File: src/rtl/chunked_addsub_pkg.sv
// Shared types and helpers for the chunked adder/subtractor.
// State encoding is fixed so that the encoding is visible in waveforms.
package chunked_addsub_pkg;

  typedef enum logic [1:0] {
    IDLE = 2'd0,
    RUN  = 2'd1,
    DONE = 2'd2
  } state_t;

  // Ceiling log2. Written as a bounded loop so that it folds at elaboration.
  function automatic int clog2(input int value);
    int result;
    result = 0;
    for (int i = 0; i < 31; i++) begin
      if ((32'sd1 <<< i) < value) result = i + 1;
    end
    return result;
  endfunction

endpackage

File: src/rtl/chunked_addsub_ripple.sv
// Combinational CHUNK-bit ripple adder.
// Exposes the carry into its MSB so that the caller can derive signed overflow.
module chunk_ripple_adder #(
  parameter int CHUNK = 4
) (
  input  logic [CHUNK-1:0] a,
  input  logic [CHUNK-1:0] b,
  input  logic             cin,
  output logic [CHUNK-1:0] s,
  output logic             cout,
  output logic             c_top
);

  logic [CHUNK:0] c;

  always_comb begin
    c    = '0;
    s    = '0;
    c[0] = cin;
    for (int i = 0; i < CHUNK; i++) begin
      s[i]   = a[i] ^ b[i] ^ c[i];
      c[i+1] = (a[i] & b[i]) | (c[i] & (a[i] ^ b[i]));
    end
  end

  assign cout  = c[CHUNK];
  assign c_top = c[CHUNK-1];

endmodule

File: src/rtl/chunked_addsub.sv
// Multi-cycle WIDTH-bit adder/subtractor processing CHUNK bits per clock,
// with a registered carry between beats and valid/ready on both sides.
//
// state | meaning
// IDLE  | in_ready=1, waiting for operands
// RUN   | one chunk added per cycle, carry held in a register
// DONE  | out_valid=1, result held until out_ready
module chunked_addsub
  import chunked_addsub_pkg::*;
#(
  parameter int WIDTH = 16,
  parameter int CHUNK = 4
) (
  input  logic             clk,
  input  logic             reset,
  input  logic             in_valid,
  output logic             in_ready,
  input  logic [WIDTH-1:0] x,
  input  logic [WIDTH-1:0] y,
  input  logic             c_in,
  input  logic             sub,
  output logic             out_valid,
  input  logic             out_ready,
  output logic [WIDTH-1:0] sum,
  output logic             c_out,
  output logic             overflow
);

  localparam int N      = (CHUNK >= 1) ? (WIDTH / CHUNK) : 1;
  localparam int BEAT_W = (N > 1) ? clog2(N) : 1;
  localparam logic [BEAT_W-1:0] LAST_BEAT = BEAT_W'(N - 1);

  if (CHUNK < 1) begin : g_bad_chunk
    $error("chunked_addsub: CHUNK must be at least 1");
  end else if ((WIDTH % CHUNK) != 0) begin : g_bad_divide
    $error("chunked_addsub: CHUNK must divide WIDTH");
  end

  state_t            state;
  logic [WIDTH-1:0]  a_reg;
  logic [WIDTH-1:0]  b_reg;
  logic [WIDTH-1:0]  acc;
  logic [WIDTH-1:0]  acc_next;
  logic [BEAT_W-1:0] beat;
  logic              carry;

  logic [CHUNK-1:0]       s_chunk;
  logic                   cout_chunk;
  logic                   ctop_chunk;
  logic [WIDTH+CHUNK-1:0] acc_shift;

  // Operands shift right one chunk per beat, so the active chunk is always
  // the low CHUNK bits; the accumulator fills from the top in the same way.
  chunk_ripple_adder #(.CHUNK(CHUNK)) u_adder (
    .a     (a_reg[CHUNK-1:0]),
    .b     (b_reg[CHUNK-1:0]),
    .cin   (carry),
    .s     (s_chunk),
    .cout  (cout_chunk),
    .c_top (ctop_chunk)
  );

  assign acc_shift = {s_chunk, acc};
  assign acc_next  = acc_shift[WIDTH+CHUNK-1:CHUNK];
  assign in_ready  = (state == IDLE);

  always_ff @(posedge clk or posedge reset) begin
    if (reset) begin
      state     <= IDLE;
      a_reg     <= '0;
      b_reg     <= '0;
      acc       <= '0;
      beat      <= '0;
      carry     <= 1'b0;
      out_valid <= 1'b0;
      sum       <= '0;
      c_out     <= 1'b0;
      overflow  <= 1'b0;
    end else begin
      case (state)
        IDLE: begin
          if (in_valid) begin
            a_reg <= x;
            b_reg <= y ^ {WIDTH{sub}};
            carry <= c_in ^ sub;
            acc   <= '0;
            beat  <= '0;
            state <= RUN;
          end
        end
        RUN: begin
          a_reg <= a_reg >> CHUNK;
          b_reg <= b_reg >> CHUNK;
          acc   <= acc_next;
          carry <= cout_chunk;
          if (beat == LAST_BEAT) begin
            sum       <= acc_next;
            c_out     <= cout_chunk;
            overflow  <= ctop_chunk ^ cout_chunk;
            out_valid <= 1'b1;
            state     <= DONE;
          end else begin
            beat <= beat + 1'b1;
          end
        end
        DONE: begin
          if (out_ready) begin
            out_valid <= 1'b0;
            state     <= IDLE;
          end
        end
        default: state <= IDLE;
      endcase
    end
  end

endmodule

File: config.mk
export PLATFORM = sky130hd
export DESIGN_NAME = chunked_addsub
export DESIGN_NICKNAME = d
export VERILOG_FILES = /design/src/rtl/chunked_addsub_pkg.sv /design/src/rtl/chunked_addsub_ripple.sv /design/src/rtl/chunked_addsub.sv
export SDC_FILE = /design/constraint.sdc
export NUM_CORES = 1
export LEC_CHECK = 0
export CAP_MARGIN = 20
export CORE_ASPECT_RATIO = 2
export CORE_MARGIN = 2
export CORE_UTILIZATION = 60
export CTS_CLUSTER_DIAMETER = 150
export DETAILED_ROUTE_END_ITERATION = 10
export DONT_BUFFER_PORTS = 1
export MAX_ROUTING_LAYER = met4
export PLACE_DENSITY_LB_ADDON = 0.08
export SLEW_MARGIN = 10
export SYNTH_ARGS = -nofsm -noshare
export SYNTH_HDL_FRONTEND = slang
export SYNTH_SLANG_ARGS = --single-unit
File: constraint.sdc
create_clock -name clk -period 4.4 [get_ports clk]
set_clock_uncertainty 0.05 [all_clocks]
set_input_delay 1.32 -clock clk [delete_from_list [all_inputs] [get_ports clk]]
set_output_delay 1.32 -clock clk [all_outputs]
set_load 0.02 [all_outputs]
# Word-level counts from Yosys, hierarchy flattened
# Index checks and enable logic that the tools add are counted.
# op_classes
reduce_logical,8
n_bitwise,23
mux,18
addsub,1
eq_ne,7
# ops
cell,n
16-bit case mux with 2 select lines,3
16-bit two-way mux,3
16-bit bitwise XOR,1
2-bit two-way mux,5
1-bit bitwise XOR,10
3-bit AND reduction,3
1-bit bitwise AND,8
2-bit inequality test (second input constant),4
2-bit case mux with 3 select lines,1
2-bit equality test (second input constant),2
1-bit bitwise OR,4
1-bit case mux with 2 select lines,2
2-bit case mux with 2 select lines,1
2-bit AND reduction,2
2-bit nonzero test,2
1-bit two-way mux,3
2-bit by 1-bit adder with 2-bit output (second input constant),1
2-bit by 1-bit equality test with 1-bit output (second input constant),1
2-bit logical NOT,1
# totals
reg_bits,72
out_inout_bits,20

# Depth between registers and ports, before layout
# logic_depth
depth_word,10
mapped_depth,9
mapped_depth_nobuf,9

# By module
# Synthesis repeated with hierarchy kept, for this count alone.
# hier_totals
hier_cells,292
hier_area_um2,3166.8
# by_module_without_submodules
mod,cells_each,seq_area_each_um2,area_each_um2,n_inst
chunked_addsub,280,1701.6,3056.7,1
chunk_ripple_adder,12,0.0,110.1,1

# Least setup slack after synthesis
# Ideal clock, no wire load.
# synth_path
path_kind,register to output
from,register state[1]
to,output port in_ready
path_buffers,2
setup_slack_ns,2.004
path_stages_with_launch,4
t_arrival_ns,1.026
path_cell_list,dfrtp_1 > buf_2 > buf_1 > nor2_1
# synth_via
elab_chain_cells,1
# synth_rtl
item,line,rtl
from (decl),chunked_addsub.sv:39,state_t state;
from (signal assigned),chunked_addsub.sv:69,state <= IDLE;
from (signal assigned),chunked_addsub.sv:88,state <= RUN;
from (signal assigned),chunked_addsub.sv:101,state <= DONE;
2-bit logical NOT,chunked_addsub.sv:65,assign in_ready = (state == IDLE);
to (decl),chunked_addsub.sv:17,"output logic in_ready,"
# Every way passes these cells.

# Worst setup path after layout
# Ends and elaborated chain as after synthesis.

==> impl_metrics.yaml <==
outcome:
  status: "complete, no violations"
layout:
  n_fill_cell: 410
  drive_gt1_frac: 0.140
  syn2layout_area_growth_pct: 6.79
  num-nets-final: 302
  final_cells: 322
  n_antenna_cell: 0
  multi_input_area_mm2: 0.00122
  final-seq-area_mm2: 0.00170
die:
  die_x_um: 54.8
  io_pins: 58
  start_util: 0.614
  die_h_um: 106
  rows: 37
  dieArea_mm2: 0.00579
  core_mm2: 0.00505
critical_path:
  worstPathRequired_ns: 3.03
  worst_r2r_endpoint: "acc[15]"
  rr_worst_depth: 8
  cp_max_fo: 22
  setup.worst_path.end: "in_ready"
  r2r_start: "b_reg[0]"
  startpoint_type: "flop"
  crit_cells: 1
  cpPeakStageDelay_ns: 0.65
  critPathLaunch: "state[1]"
  cp.arrival_ns: 1.43
  worstSetupEndpointType: "primary output"
  path_class: "flop to primary output"
  critPathSlowestCell: "dfrtp_1"
  worstPathCellList: "nor2_1"
  critPathTopFamily: "flip-flops"
  critPathBufInv: 0
  rrSetupSlack_ns: 2.05
grt:
  antenna_found_initial: 0
  grt_max_degree: 45
  grt_pass1_wl_um: 9490
  grt.total_usage: 0.239
  grt_pass1_vias: 1997
  grt_overflow_total: 0
placement:
  place_congestion: 0.774
  dp_hpwl_um: 4020
  io_buffers: 0
  dp.cells: 306
min_path:
  hp-class: "flop to flop"
  min_from: "a_reg[9]"
synth:
  synth_edf_count: 0
  synth_flop_cell: "dfrtp_1"
  synth_largest_area_cell: "dfrtp_1"
  netlist_instances: 263
  synthesis.area_mm2: 0.00310
  synthDistinctLibCells: 30
  synth-seq-cells: 68
  yosysWarnings: 0
  synth_area_leaders: "dfrtp_1, mux2_2, mux2i_1"
  yosys.area.top_type_share: 0.549
  seq_area_frac_synth: 0.549
  synthArstFlopShare: 1.00
  synth_area_per_cell_um2: 11.8
  synth_nets: 306
sta:
  fin_crit_ns: 2.80
  maxSlewViolCount: 0
  timing.final.crit_share: 0.636
  setup_viol: 0
  rsz0062_at_grt: "no"
  worst_pin_slew_ns: 0.969
  totalNegativeSetupSlack_ns: 0
  final_hold_viol_count: 0
  relSlewSlack: 0.353
  max_freq_mhz: 358
clocking:
  postCtsSetupBuffers: 0
  clkSlewWorstSetupHoldPaths_ns: 0.07
  cts.sinks: 68
  ctsRootBufferMaster: "clkbuf_8"
  clk_latency_ns: 0.35
  cts_tree: "yes"
  cts_buffers: 9
  post_cts_resize_count: 0
  cts-htree-levels: 3
  hold_buffers: 0
  clockBufferDepth: 2
route:
  drtAntennaViolNets: 0
  detail_route.wl_per_cell_um: 17.9
  avgViaCountPerCell: 6.00
  wirelength_um: 5750
  drtPass1Iterations: 4
  dr.first_iter.drc_count: 57
  drc: 0
  via_count: 1932
power_and_ir_drop:
  max-vdd-ir-drop_v: 0.000467
  leakagePower_nw: 1.51
  p_per_area_mw_per_mm2: 768
job:
  cap_violations: 0
Yosys cell counts (5+ instances only):
library cell  number
nand2_1           29
xnor2_1           13
a221o_1            8
xor2_1             5
buf_2              6
mux2_2            15
a22oi_1            7
dfrtp_1           68
o32ai_1            8
a22o_1            13
o21ai_0           22
inv_1             17
clkbuf_1           6
mux2i_1           13
per-layer routing:
layer | wire length, um | part of all wire | GRT usage | up-vias
met2 | 2840 | 0.49 | 0.332 | 52
met5 | 0 | 0 | - | -
met1 | 2490 | 0.43 | 0.307 | 949
met3 | 242 | 0.042 | 0.0793 | 15
met4 | 182 | 0.032 | 0.120 | 0
li1 | - | - | - | 916
layout by cell type, fill, tap and decap left out:
cell type   netlist  layout
a21oi_1           3       3
a221o_1           8       8
a22o_1           13      13
a22oi_1           7       7
a31oi_1           1       1
buf_4             4       4
bufinv_16         0       2
clkbuf_1          6       1
clkbuf_8          0       9
clkinv_2          0       1
clkinv_4          0       1
clkinvlp_4        0       2
dfrtp_1          68      68
fa_1              4       4
ha_1              1       1
inv_1            17      16
inv_2             0       1
mux2_2           15      15
mux2i_1          13      13
nand2_1          29      29
nand2b_1          3       3
nand3b_1          1       1
nor2_1            4       4
nor2b_1           2       2
nor3b_1           1       1
o21ai_0          22      22
o21bai_2          1       1
o221ai_1          2       2
o31ai_1           2       2
o32ai_1           8       8
or3b_4            1       1
xnor2_1          13      13
xor2_1            5       5
where the power goes:
group / leakage, nW / total [mW] / switching (mW) / internal, mW
clock: 0.102 / 0.556 / 0.237 / 0.319
combinational: 0.528 / 0.778 / 0.400 / 0.377
sequential: 0.877 / 1.21 / 0.310 / 0.897
total: 1.51 / 2.54 / 0.948 / 1.59
area by class of cell:
| type | instances | area share |
|---|---|---|
| clock buffer | 10 | 0.0386 |
| clock inverter | 6 | 0.0269 |
| inverter | 17 | 0.0193 |
| multi-input combinational | 159 | 0.370 |
| sequential | 68 | 0.515 |
| tap | 58 | 0.0219 |
| timing repair buffer | 4 | 0.00908 |
metrics by stage:
step / instance area, um^2 / total power [mW] / setup WS (ns) / hold slack [ns] / utilization
2_1_floorplan: 3100 / 1.84 / 1.32 / 0.399 / -
3_3_place_gp: 3090 / 1.98 / 1.81 / 0.412 / 0.612
3_5_place_dp: 3090 / 2.01 / 1.74 / 0.419 / 0.612
4_1_cts: 3310 / 2.57 / 1.61 / 0.435 / 0.655
5_1_grt: 3310 / 2.73 / 1.55 / 0.450 / 0.655
6_report: 3310 / 2.54 / 1.60 / 0.430 / 0.655
cells by family after synthesis:
kind of cell             after synthesis  synth area share
XOR/XNOR                              18            0.0509
AO/OA/AOI/OAI                         67             0.159
AND/OR/NAND/NOR                       41            0.0586
flip-flops                            68             0.549
multiplexers                          28            0.0966
adder cells (fa/ha/maj)                5            0.0299
buffers and inverters                 36            0.0558
how the worst min path moves through the flow:
| stage | endpoint | cells after the start |
|---|---|---|
| 4_1_cts | a_reg[4] | 2 |
| 3_5_place_dp | a_reg[4] | 2 |
| 2_1_floorplan | a_reg[10] | 2 |
| 6_report | a_reg[9] | 2 |
| 3_3_place_gp | a_reg[9] | 2 |
| 5_1_grt | a_reg[4] | 2 |
Power figures use the tool's default switching activity.
